<file path="config.mk">
export PLATFORM = sky130hd
export DESIGN_NAME = menu_settings_ctrl
export DESIGN_NICKNAME = d
export VERILOG_FILES = /design/src/rtl/menu_pkg.sv /design/src/rtl/button_debounce.sv /design/src/rtl/menu_settings_ctrl.sv
export SDC_FILE = /design/constraint.sdc
export NUM_CORES = 1
export LEC_CHECK = 0
export BUFFER_PORTS_ARGS = -buffer_cell sky130_fd_sc_hd__buf_2
export CAP_MARGIN = 20
export CORE_AREA = 10 10 138 140
export DETAILED_ROUTE_END_ITERATION = 8
export DIE_AREA = 0 0 148 150
export PLACE_DENSITY = 0.68
export SETUP_SLACK_MARGIN = 0.02
export SYNTH_ARGS = -nofsm -noshare
export SYNTH_HDL_FRONTEND = slang
export SYNTH_HIERARCHICAL = 1
export SYNTH_SLANG_ARGS = --single-unit
</file>
<file path="constraint.sdc">
create_clock -name clk -period 5.81 [get_ports clk]
set_input_delay 0.8715 -clock clk [delete_from_list [all_inputs] [get_ports clk]]
set_output_delay 0.8715 -clock clk [all_outputs]
set_load 0.01 [all_outputs]
</file>
<file path="src/rtl/menu_pkg.sv">
// Shared menu item codes, per-item bounds and reset defaults for the settings
// controller and the text overlay.
package menu_pkg;

    typedef enum logic [3:0] {
        ITEM_RUN   = 4'd0,
        ITEM_N     = 4'd1,
        ITEM_S     = 4'd2,
        ITEM_W     = 4'd3,
        ITEM_E     = 4'd4,
        ITEM_YDUR  = 4'd5,
        ITEM_RHOLD = 4'd6,
        ITEM_YCNT  = 4'd7
    } menu_item_t;

    localparam logic [7:0] DUR_MIN   = 8'd5;
    localparam logic [7:0] DUR_MAX   = 8'd99;
    localparam logic [7:0] DUR_DEF   = 8'd10;
    localparam logic [7:0] YDUR_MIN  = 8'd1;
    localparam logic [7:0] YDUR_MAX  = 8'd9;
    localparam logic [7:0] YDUR_DEF  = 8'd3;
    localparam logic [7:0] RHOLD_MIN = 8'd0;
    localparam logic [7:0] RHOLD_MAX = 8'd9;
    localparam logic [7:0] RHOLD_DEF = 8'd2;
    localparam logic [7:0] YCNT_MIN  = 8'd0;
    localparam logic [7:0] YCNT_MAX  = 8'd99;
    localparam logic [7:0] YCNT_DEF  = 8'd3;

    function automatic logic [7:0] item_min(input logic [2:0] idx);
        case (idx)
            3'd5:    item_min = YDUR_MIN;
            3'd6:    item_min = RHOLD_MIN;
            3'd7:    item_min = YCNT_MIN;
            default: item_min = DUR_MIN;
        endcase
    endfunction

    function automatic logic [7:0] item_max(input logic [2:0] idx);
        case (idx)
            3'd5:    item_max = YDUR_MAX;
            3'd6:    item_max = RHOLD_MAX;
            3'd7:    item_max = YCNT_MAX;
            default: item_max = DUR_MAX;
        endcase
    endfunction

    function automatic logic [7:0] item_default(input logic [2:0] idx);
        case (idx)
            3'd5:    item_default = YDUR_DEF;
            3'd6:    item_default = RHOLD_DEF;
            3'd7:    item_default = YCNT_DEF;
            default: item_default = DUR_DEF;
        endcase
    endfunction

endpackage

</file>
<file path="src/rtl/button_debounce.sv">
// Push-button conditioning: 2-flop synchronizer, stable-count debouncer and a
// one-cycle rising-edge press pulse.
module button_debounce #(
    parameter int DEBOUNCE_CYCLES = 250000
) (
    input  logic clk,
    input  logic rst_n,
    input  logic btn,
    output logic press
);

    localparam int CW = $clog2(DEBOUNCE_CYCLES + 1);

    logic [1:0]    sync;
    logic          level;
    logic          level_q;
    logic          armed;
    logic [CW-1:0] cnt;

    // Synchronizer resets to 1 so a button held through reset never looks
    // like a fresh press; arming waits until the input has been seen low.
    always_ff @(posedge clk or negedge rst_n) begin
        if (!rst_n) begin
            sync    <= '1;
            level   <= 1'b0;
            level_q <= 1'b0;
            armed   <= 1'b0;
            cnt     <= '0;
        end else begin
            sync    <= {sync[0], btn};
            level_q <= level;
            if (!sync[1])
                armed <= 1'b1;
            if (sync[1] != level) begin
                if (cnt == CW'(DEBOUNCE_CYCLES - 1)) begin
                    level <= sync[1];
                    cnt   <= '0;
                end else begin
                    cnt <= cnt + 1'b1;
                end
            end else begin
                cnt <= '0;
            end
        end
    end

    assign press = level & ~level_q & armed;

endmodule

</file>
<file path="src/rtl/menu_settings_ctrl.sv">
// Traffic-light settings menu: four debounced buttons edit seven bounded
// settings. Define MENU_TIMEOUT_EN to build the inactivity auto-exit.
module menu_settings_ctrl #(
    parameter int DEBOUNCE_CYCLES = 250000,
    parameter int TIMEOUT_CYCLES  = 500000000
) (
    input  logic       clk,
    input  logic       rst_n,
    input  logic       btn_menu,
    input  logic       btn_next,
    input  logic       btn_inc,
    input  logic       btn_dec,
    output logic [3:0] menu_sel,
    output logic [7:0] n_duration,
    output logic [7:0] s_duration,
    output logic [7:0] w_duration,
    output logic [7:0] e_duration,
    output logic [7:0] yellow_duration,
    output logic [7:0] red_holding,
    output logic [7:0] yellow_light_count,
    output logic       cfg_update
);

    import menu_pkg::*;

    typedef enum logic {ST_RUN, ST_EDIT} state_t;

    logic [1:0] rst_sync;
    logic       rst_i_n;

    always_ff @(posedge clk or negedge rst_n) begin
        if (!rst_n)
            rst_sync <= '0;
        else
            rst_sync <= {rst_sync[0], 1'b1};
    end

    assign rst_i_n = rst_sync[1];

    logic p_menu, p_next, p_inc, p_dec;

    button_debounce #(.DEBOUNCE_CYCLES(DEBOUNCE_CYCLES)) u_db_menu (
        .clk(clk), .rst_n(rst_i_n), .btn(btn_menu), .press(p_menu));
    button_debounce #(.DEBOUNCE_CYCLES(DEBOUNCE_CYCLES)) u_db_next (
        .clk(clk), .rst_n(rst_i_n), .btn(btn_next), .press(p_next));
    button_debounce #(.DEBOUNCE_CYCLES(DEBOUNCE_CYCLES)) u_db_inc (
        .clk(clk), .rst_n(rst_i_n), .btn(btn_inc), .press(p_inc));
    button_debounce #(.DEBOUNCE_CYCLES(DEBOUNCE_CYCLES)) u_db_dec (
        .clk(clk), .rst_n(rst_i_n), .btn(btn_dec), .press(p_dec));

    state_t     state;
    menu_item_t sel_q;
    logic       cfg_q;
    logic [7:0] settings [1:7];
    logic [2:0] idx;
    logic [7:0] cur;
    logic       tmo_hit;

    assign idx = sel_q[2:0];
    assign cur = settings[idx];

`ifdef MENU_TIMEOUT_EN
    localparam int TW = $clog2(TIMEOUT_CYCLES + 1);
    logic [TW-1:0] tmo_cnt;
    logic          any_press;

    assign any_press = p_menu | p_next | p_inc | p_dec;
    assign tmo_hit   = (state == ST_EDIT) && !any_press &&
                       (tmo_cnt == TW'(TIMEOUT_CYCLES - 1));

    always_ff @(posedge clk or negedge rst_i_n) begin
        if (!rst_i_n)
            tmo_cnt <= '0;
        else if (state != ST_EDIT || any_press || tmo_hit)
            tmo_cnt <= '0;
        else
            tmo_cnt <= tmo_cnt + 1'b1;
    end
`else
    assign tmo_hit = 1'b0;
`endif

    always_ff @(posedge clk or negedge rst_i_n) begin
        if (!rst_i_n) begin
            state <= ST_RUN;
            sel_q <= ITEM_RUN;
            cfg_q <= 1'b0;
            for (int unsigned i = 1; i <= 7; i++)
                settings[i] <= item_default(3'(i));
        end else begin
            cfg_q <= 1'b0;
            if (p_menu || tmo_hit) begin
                if (state == ST_RUN) begin
                    state <= ST_EDIT;
                    sel_q <= ITEM_N;
                end else begin
                    state <= ST_RUN;
                    sel_q <= ITEM_RUN;
                    cfg_q <= 1'b1;
                end
            end else if (state == ST_EDIT) begin
                // Lower-priority presses in the same cycle are dropped.
                if (p_next)
                    sel_q <= (sel_q == ITEM_YCNT) ? ITEM_N : menu_item_t'(sel_q + 4'd1);
                else if (p_inc && !p_dec) begin
                    if (cur < item_max(idx))
                        settings[idx] <= cur + 8'd1;
                end else if (p_dec && !p_inc) begin
                    if (cur > item_min(idx))
                        settings[idx] <= cur - 8'd1;
                end
            end
        end
    end

    assign menu_sel           = sel_q;
    assign cfg_update         = cfg_q;
    assign n_duration         = settings[1];
    assign s_duration         = settings[2];
    assign w_duration         = settings[3];
    assign e_duration         = settings[4];
    assign yellow_duration    = settings[5];
    assign red_holding        = settings[6];
    assign yellow_light_count = settings[7];

endmodule
</file>
# Yosys cells after proc, flatten, opt, wreduce, memory -nomap -nowiden
# Cells that the tools add are included.
word_totals:
  regBits: 156
  input_bits: 6
  wordCells: 125
op_classes:
  add_sub_neg: 7
  magnitude_cmp: 4
  n_eq_ne: 13
  mux: 38
  bitwise: 15
  n_reduce_logical: 17
ops:
  columns: ["operator", "n"]
  rows:
  - ["two-way mux 56 bit", 4]
  - ["two-way mux 18 bit", 8]
  - ["bitwise mux 56 bit", 2]
  - ["two-way mux 8 bit", 12]
  - ["adder 18 x 1 -> 18 bit (second input constant)", 4]
  - ["== test 18 bit (second input constant)", 4]
  - ["binary-select mux 8 bit (select 3 bit)", 1]
  - ["demux 8 bit (select 3 bit)", 1]
  - ["two-way mux 4 bit", 4]
  - ["AND reduction 2 bit", 5]
  - ["== test 3 bit (second input constant)", 3]
  - ["adder 8 x 1 -> 8 bit (second input constant)", 1]
  - ["AND 1 bit", 8]
  - ["> comparator 8 bit", 1]
  - ["less-than comparator 8 bit", 1]
  - ["nonzero test 2 bit", 4]
  - ["subtractor 8 x 1 -> 8 bit (second input constant)", 1]
  - ["two-way mux 7 bit", 1]
  - ["NOT 1 bit", 6]
  - ["one-hot mux 3 bit (2 select lines)", 1]
  - ["AND reduction 6 bit", 1]
  - ["adder 4 x 1 -> 4 bit (second input constant)", 1]
  - ["== test 4 x 3 -> 1 bit (second input constant)", 1]
  - [">= comparator 4 bit (second input constant)", 1]
  - ["8 further kinds", 18]

# Longest topological paths before layout
depth:
  ltp_word: 14
  ltp_mapped: 13

# Cells and area by module
# Netlist, hierarchy kept.
by_module_without_submodules:
  columns: ["module", "n_inst", "cells_per_inst", "area_per_inst_um2"]
  rows:
  - ["menu_settings_ctrl", 1, 292, 3601.0]
  - ["button_debounce (u_db_dec ...)", 3, 102, 1097.3]
  - ["button_debounce (u_db_menu)", 1, 101, 1114.8]

# Least setup slack after synthesis
# Ideal clock, no wire load.
synth_timing:
  path_type: "flip-flop to flip-flop"
  startpoint: "register sel_q[1] (netlist: menu_sel[1])"
  endpoint: "register (tool-made name)"
  arrival_time_ps: 3207
  path_slack_ps: 2478
  stages_incl_launch_ff: 11
  synth_period_minus_slack_ps: 3332
  cell_sequence: "dfrtp_1 -> buf_4 -> mux2_2 -> a221oi_2 -> inv_1 -> ha_1 -> a2111oi_4 -> o21ai_2 -> or4_4 -> nor3b_4 -> mux2_2"
synth_rtl:
  columns: ["item", "line_no", "source"]
  rows:
  - ["from (decl)", "menu_settings_ctrl.sv:52", "menu_item_t sel_q;"]
  - ["from (signal assigned)", "menu_settings_ctrl.sv:104", "sel_q <= (sel_q == ITEM_YCNT) ? ITEM_N : menu_item_t'(sel_q + 4'd1);"]

# Final worst setup path
layout_timing:
  startpoint: "register sel_q[1] (netlist: menu_sel[1])"
  endpoint: "register settings (netlist bit yellow_duration[2])"
layout_via:
  elab_chain_len: 11
  word_cells_on_any_way: 38
layout_lines:
  columns: ["item", "line_no", "source"]
  rows:
  - ["== test 3 bit, on equally long branches", "menu_pkg.sv:30, menu_pkg.sv:39", null]
  - ["OR reduction 2 bit (no source line)", null, null]
  - ["one-hot mux 3 bit (2 select lines)", "menu_pkg.sv:30", "case (idx)"]
  - ["two-way mux 8 bit", "menu_settings_ctrl.sv:108", "end else if (p_dec && !p_inc) begin"]
  - ["two-way mux 8 bit", "menu_settings_ctrl.sv:105", "else if (p_inc && !p_dec) begin"]
  - ["two-way mux 8 bit", "menu_settings_ctrl.sv:103", "if (p_next)"]
  - ["two-way mux 8 bit", "menu_settings_ctrl.sv:101", "end else if (state == ST_EDIT) begin"]
  - ["two-way mux 8 bit", "menu_settings_ctrl.sv:92", "if (p_menu || tmo_hit) begin"]
  - ["> comparator 8 bit", "menu_settings_ctrl.sv:109", "if (cur > item_min(idx))"]
  - ["nonzero test 2 bit (no source line)", null, null]
  - ["AND reduction 6 bit (no source line)", null, null]
  - ["to (signal, indexed assignment)", "menu_settings_ctrl.sv:89", "settings[i] <= item_default(3'(i));"]
  - ["to (signal, indexed assignment)", "menu_settings_ctrl.sv:107", "settings[idx] <= cur + 8'd1;"]
  - ["to (signal, indexed assignment)", "menu_settings_ctrl.sv:110", "settings[idx] <= cur - 8'd1;"]
  - ["to (decl)", "menu_settings_ctrl.sv:54", "logic [7:0] settings [1:7];"]
# Several ways; a longest one is shown, not always the timed one. The select of a mux whose other input is x is not followed.
# A chain may end at the register's enable or synchronous reset.

==> summary.md <==
| Metric | Value |
|---|---|
| Status | `completed` |
| Flop pwr share | `0.493` |
| Final Max Tran Viols | `0` |
| Worst Max-Slew Pin Slew | `1.04 ns` |
| Critical path required time | `slightly above 6 ns` |
| Crit Path Max Fanout | `19` |
| Number of buffers added on ports | `66` |
| Core ar. | `16300 sq um` |
| Via count | `approximately 5700` |
| Clock Sinks | `roughly 160` |
| HPWL after DPL | `between 10000 and 15000 um` |
| Nets | `a little under 800` |
| Cells after Synth | `roughly 700` |
| Die Height | `150 um` |
| Drt initial violations | `490` |
| Routed Antenna Nets | `0` |
| DRC | `0` |
| CP Class | `flop to flop` |
| Max Fclk | `0.230 GHz` |
| Total gr overflow | `0` |
| Post-CTS Resized | `0` |
| Total wire length | `between 15000 and 20000 um` |
| Final min period | `4.35 ns` |
| Sw Pwr | `497 uW` |
| Gp weighted congestion | `roughly 0.92` |
| Total power | `2270 uW` |
| Die area | `22200 sq um` |
| Post-CTS Hold Fix Bufs | `0` |
| Maximum root-to-sink buffer count | `2` |
| Die X | `148 um` |
| First-pass GRT wire length | `30000 um` |
| Hold WC Path Type | `input pin to async pin` |
| Area Growth Syn to Fin | `13.7%` |
| Synth Flop Type | `dfrtp_1` |
| Synth Register Bits | `156` |
| CP startpoint kind | `flop` |
| Fill cells | `about 1500` |
| R2R depth | `10` |
| Largest net degree at the start of global routing | `87` |
| Leakage power | `0.00417 uW` |
| Syn_nets | `between 700 and 800` |
| WL per Instance | `between 15 and 20 um` |
| Inserted Clock Buffers | `17` |
| Mean Syn Cell Area | `approximately 11 sq um` |
| Clk_skew | `slightly above 0.009 ns` |
| Setup-failing EPs final | `0` |
| Final Worst Setup Slack | `1.46 ns` |
| CTS tree | `done` |
| Pre-CTS WS | `1.37 ns` |
| Initial antenna violation count | `0` |
| Drt first pass iters | `4` |
| Number of global-route vias before repair | `roughly 5800` |
| Crit end category | `flop` |
| Distinct cells, synth | `74` |
| Synth Warn # | `6` |
| PwrDens | `249 nW/um^2` |
| Fraction of layout cells with a size suffix above 1 | `0.287` |
| Ant. Diodes | `0` |
| Root buffer cell | `clkbuf_16` |
| Peak VDD IR | `slightly above 0.2 mV` |
| Clock latency on the worst-skew pair | `0.44 ns` |
| RSZ-0062 raised after global routing | `false` |
| Gr usage total | `0.167` |
| Setup Buffers After CTS | `0` |
| Switching part of the total | `0.219` |
| Critical Path AT | `4.67 ns` |
| Internal power | `1770 uW` |
| EDFF count, synth | `0` |
| TNS Setup | `0 ns` |
| I/O pin total | `67` |
| Count of final hold-check violations | `0` |
| Reg2Reg Launch Point | `menu_sel[1]` |
| Mapped Area | `8010 sq um` |
| Vias per cell | `approximately 5.7` |
| Std cell rows | `47` |
| Async S/R FF share, synth | `1.00` |
| RR Endpoint | `yellow_duration[2]` |
| Clock transition at path regs | `0.07 ns` |
| Starting Density | `0.490` |
| Slew HR | `0.299` |
| Sequential area share after synthesis | `0.491` |
| Max Cap Violations | `0` |
| Combinational Power Share | `0.018` |
| CP Launch Point | `menu_sel[1]` |
| Final period util | `0.749` |
| Clk pwr share | `0.490` |
| R2R Setup Slk | `1.46 ns` |
| H-Tree Level Count | `4` |
## final cells by class
cell class                      instances  area [sq um]  area share
Clock inverter                         12           138      0.0151
Tap cell                              220           275      0.0302
Sequential cell                       156          3930       0.432
Clock buffer                           20           457      0.0502
Multi-Input combinational cell        505          3850       0.423
Timing Repair Buffer                   72           395      0.0434
Inverter                               15          56.3     0.00618
## cell families (layout without fill, tap and decap cells)
kind of cell	Yosys count	count (layout)	share of synthesized area
fa+ha+maj	17	17	0.0266
compound gates	96	96	0.0952
buf+inv	38	119	0.0300
simple gates	256	256	0.186
xor+xnor	53	53	0.0580
other cells	1	1	0.000468
mux	82	82	0.113
flops	156	156	0.491
## cells in the mapped netlist, types with 14 or more instances
library cell | instances | area [sq um]
xor2_1 | 38 | 333
nor2_1 | 63 | 236
nand4_1 | 14 | 87.6
dfstp_2 | 21 | 552
a21oi_1 | 30 | 150
dfrtp_1 | 135 | 3380
nand2_1 | 39 | 146
ha_1 | 17 | 213
or4_1 | 14 | 105
xnor2_1 | 15 | 131
nand3_1 | 32 | 160
inv_1 | 15 | 56.3
mux2i_1 | 17 | 170
mux2_2 | 65 | 732
## registers in the layout, indices dropped and copies added (netlist names), 2 cells and up, named ones only
signal	flops
u_db_dec/cnt	18
u_db_inc/cnt	18
u_db_menu/cnt	18
u_db_next/cnt	18
e_duration	7
n_duration	7
red_holding	7
s_duration	7
w_duration	7
yellow_duration	7
yellow_light_count	7
menu_sel	4
rst_sync	2
u_db_dec/sync	2
u_db_inc/sync	2
u_db_menu/sync	2
u_db_next/sync	2
## power by group through the flow
stage               sequential, uW  combinational [uW]  clock [uW]
finish                        1120                39.7        1110
global placement              1140                36.8           0
detailed placement            1140                38.8           0
CTS                           1120                39.0        1140
floorplan                     1140                22.8           0
global route                  1120                45.7        1190
## worst max-delay path: stages, from the launching register on
cell and delay (ns):
dfrtp_1 0.88, inv_1 0.26, ha_1 0.28, o21ai_0 0.31, inv_1 0.14, ha_1 0.27, a2111oi_4 0.30, o21ai_2 0.09
nor2_1 0.31, nor4bb_2 0.97, mux2_2 0.42
## per-layer routing
layer | wire length, um | up-vias | global-route usage
li1 | - | 2702 | -
met1 | 7900 | 2850 | 0.205
met5 | 0 | - | 0
met2 | 9150 | 103 | 0.277
met4 | 407 | 0 | 0.0684
met3 | 790 | 28 | 0.0405
## cell usage in the layout (no fill, tap or decap), types with 6 or more instances in the layout
cell type and instances:
a21o_1 6, a21oi_1 30, and2_1 6, and3_1 7, and4_1 13, buf_2 66
clkbuf_16 17, dfrtp_1 134, dfstp_2 21, ha_1 17, inv_1 15, mux2_2 65
mux2i_1 17, nand2_1 39, nand2b_1 9, nand3_1 32, nand4_1 14, nor2_1 63
nor4_1 7, o21ai_0 13, o31ai_1 13, or3_1 10, or4_1 14, xnor2_1 15
xor2_1 38
## how the worst max path moves through the flow
stage,end,cells after the start,slack [ns]
floorplan,async pin,0,1.18
detailed placement,yellow_light_count[5],9,1.37
global route,yellow_duration[6],9,1.17
CTS,yellow_light_count[5],9,1.36
finish,yellow_duration[2],10,1.46
global placement,yellow_light_count[2],9,1.57
## metrics by stage
step | cell area (sq um) | hold slack, ns | instances | utilization
floorplan | 8010 | 0.331 | 699 | -
global placement | 8480 | 0.336 | 966 | 0.518
detailed placement | 8480 | 0.337 | 966 | 0.518
CTS | 9070 | 0.198 | 998 | 0.555
global route | 9100 | 0.198 | 1000 | 0.557
finish | 9100 | 0.210 | 1000 | 0.557
Note: power is estimated with default switching activity, not from simulation.
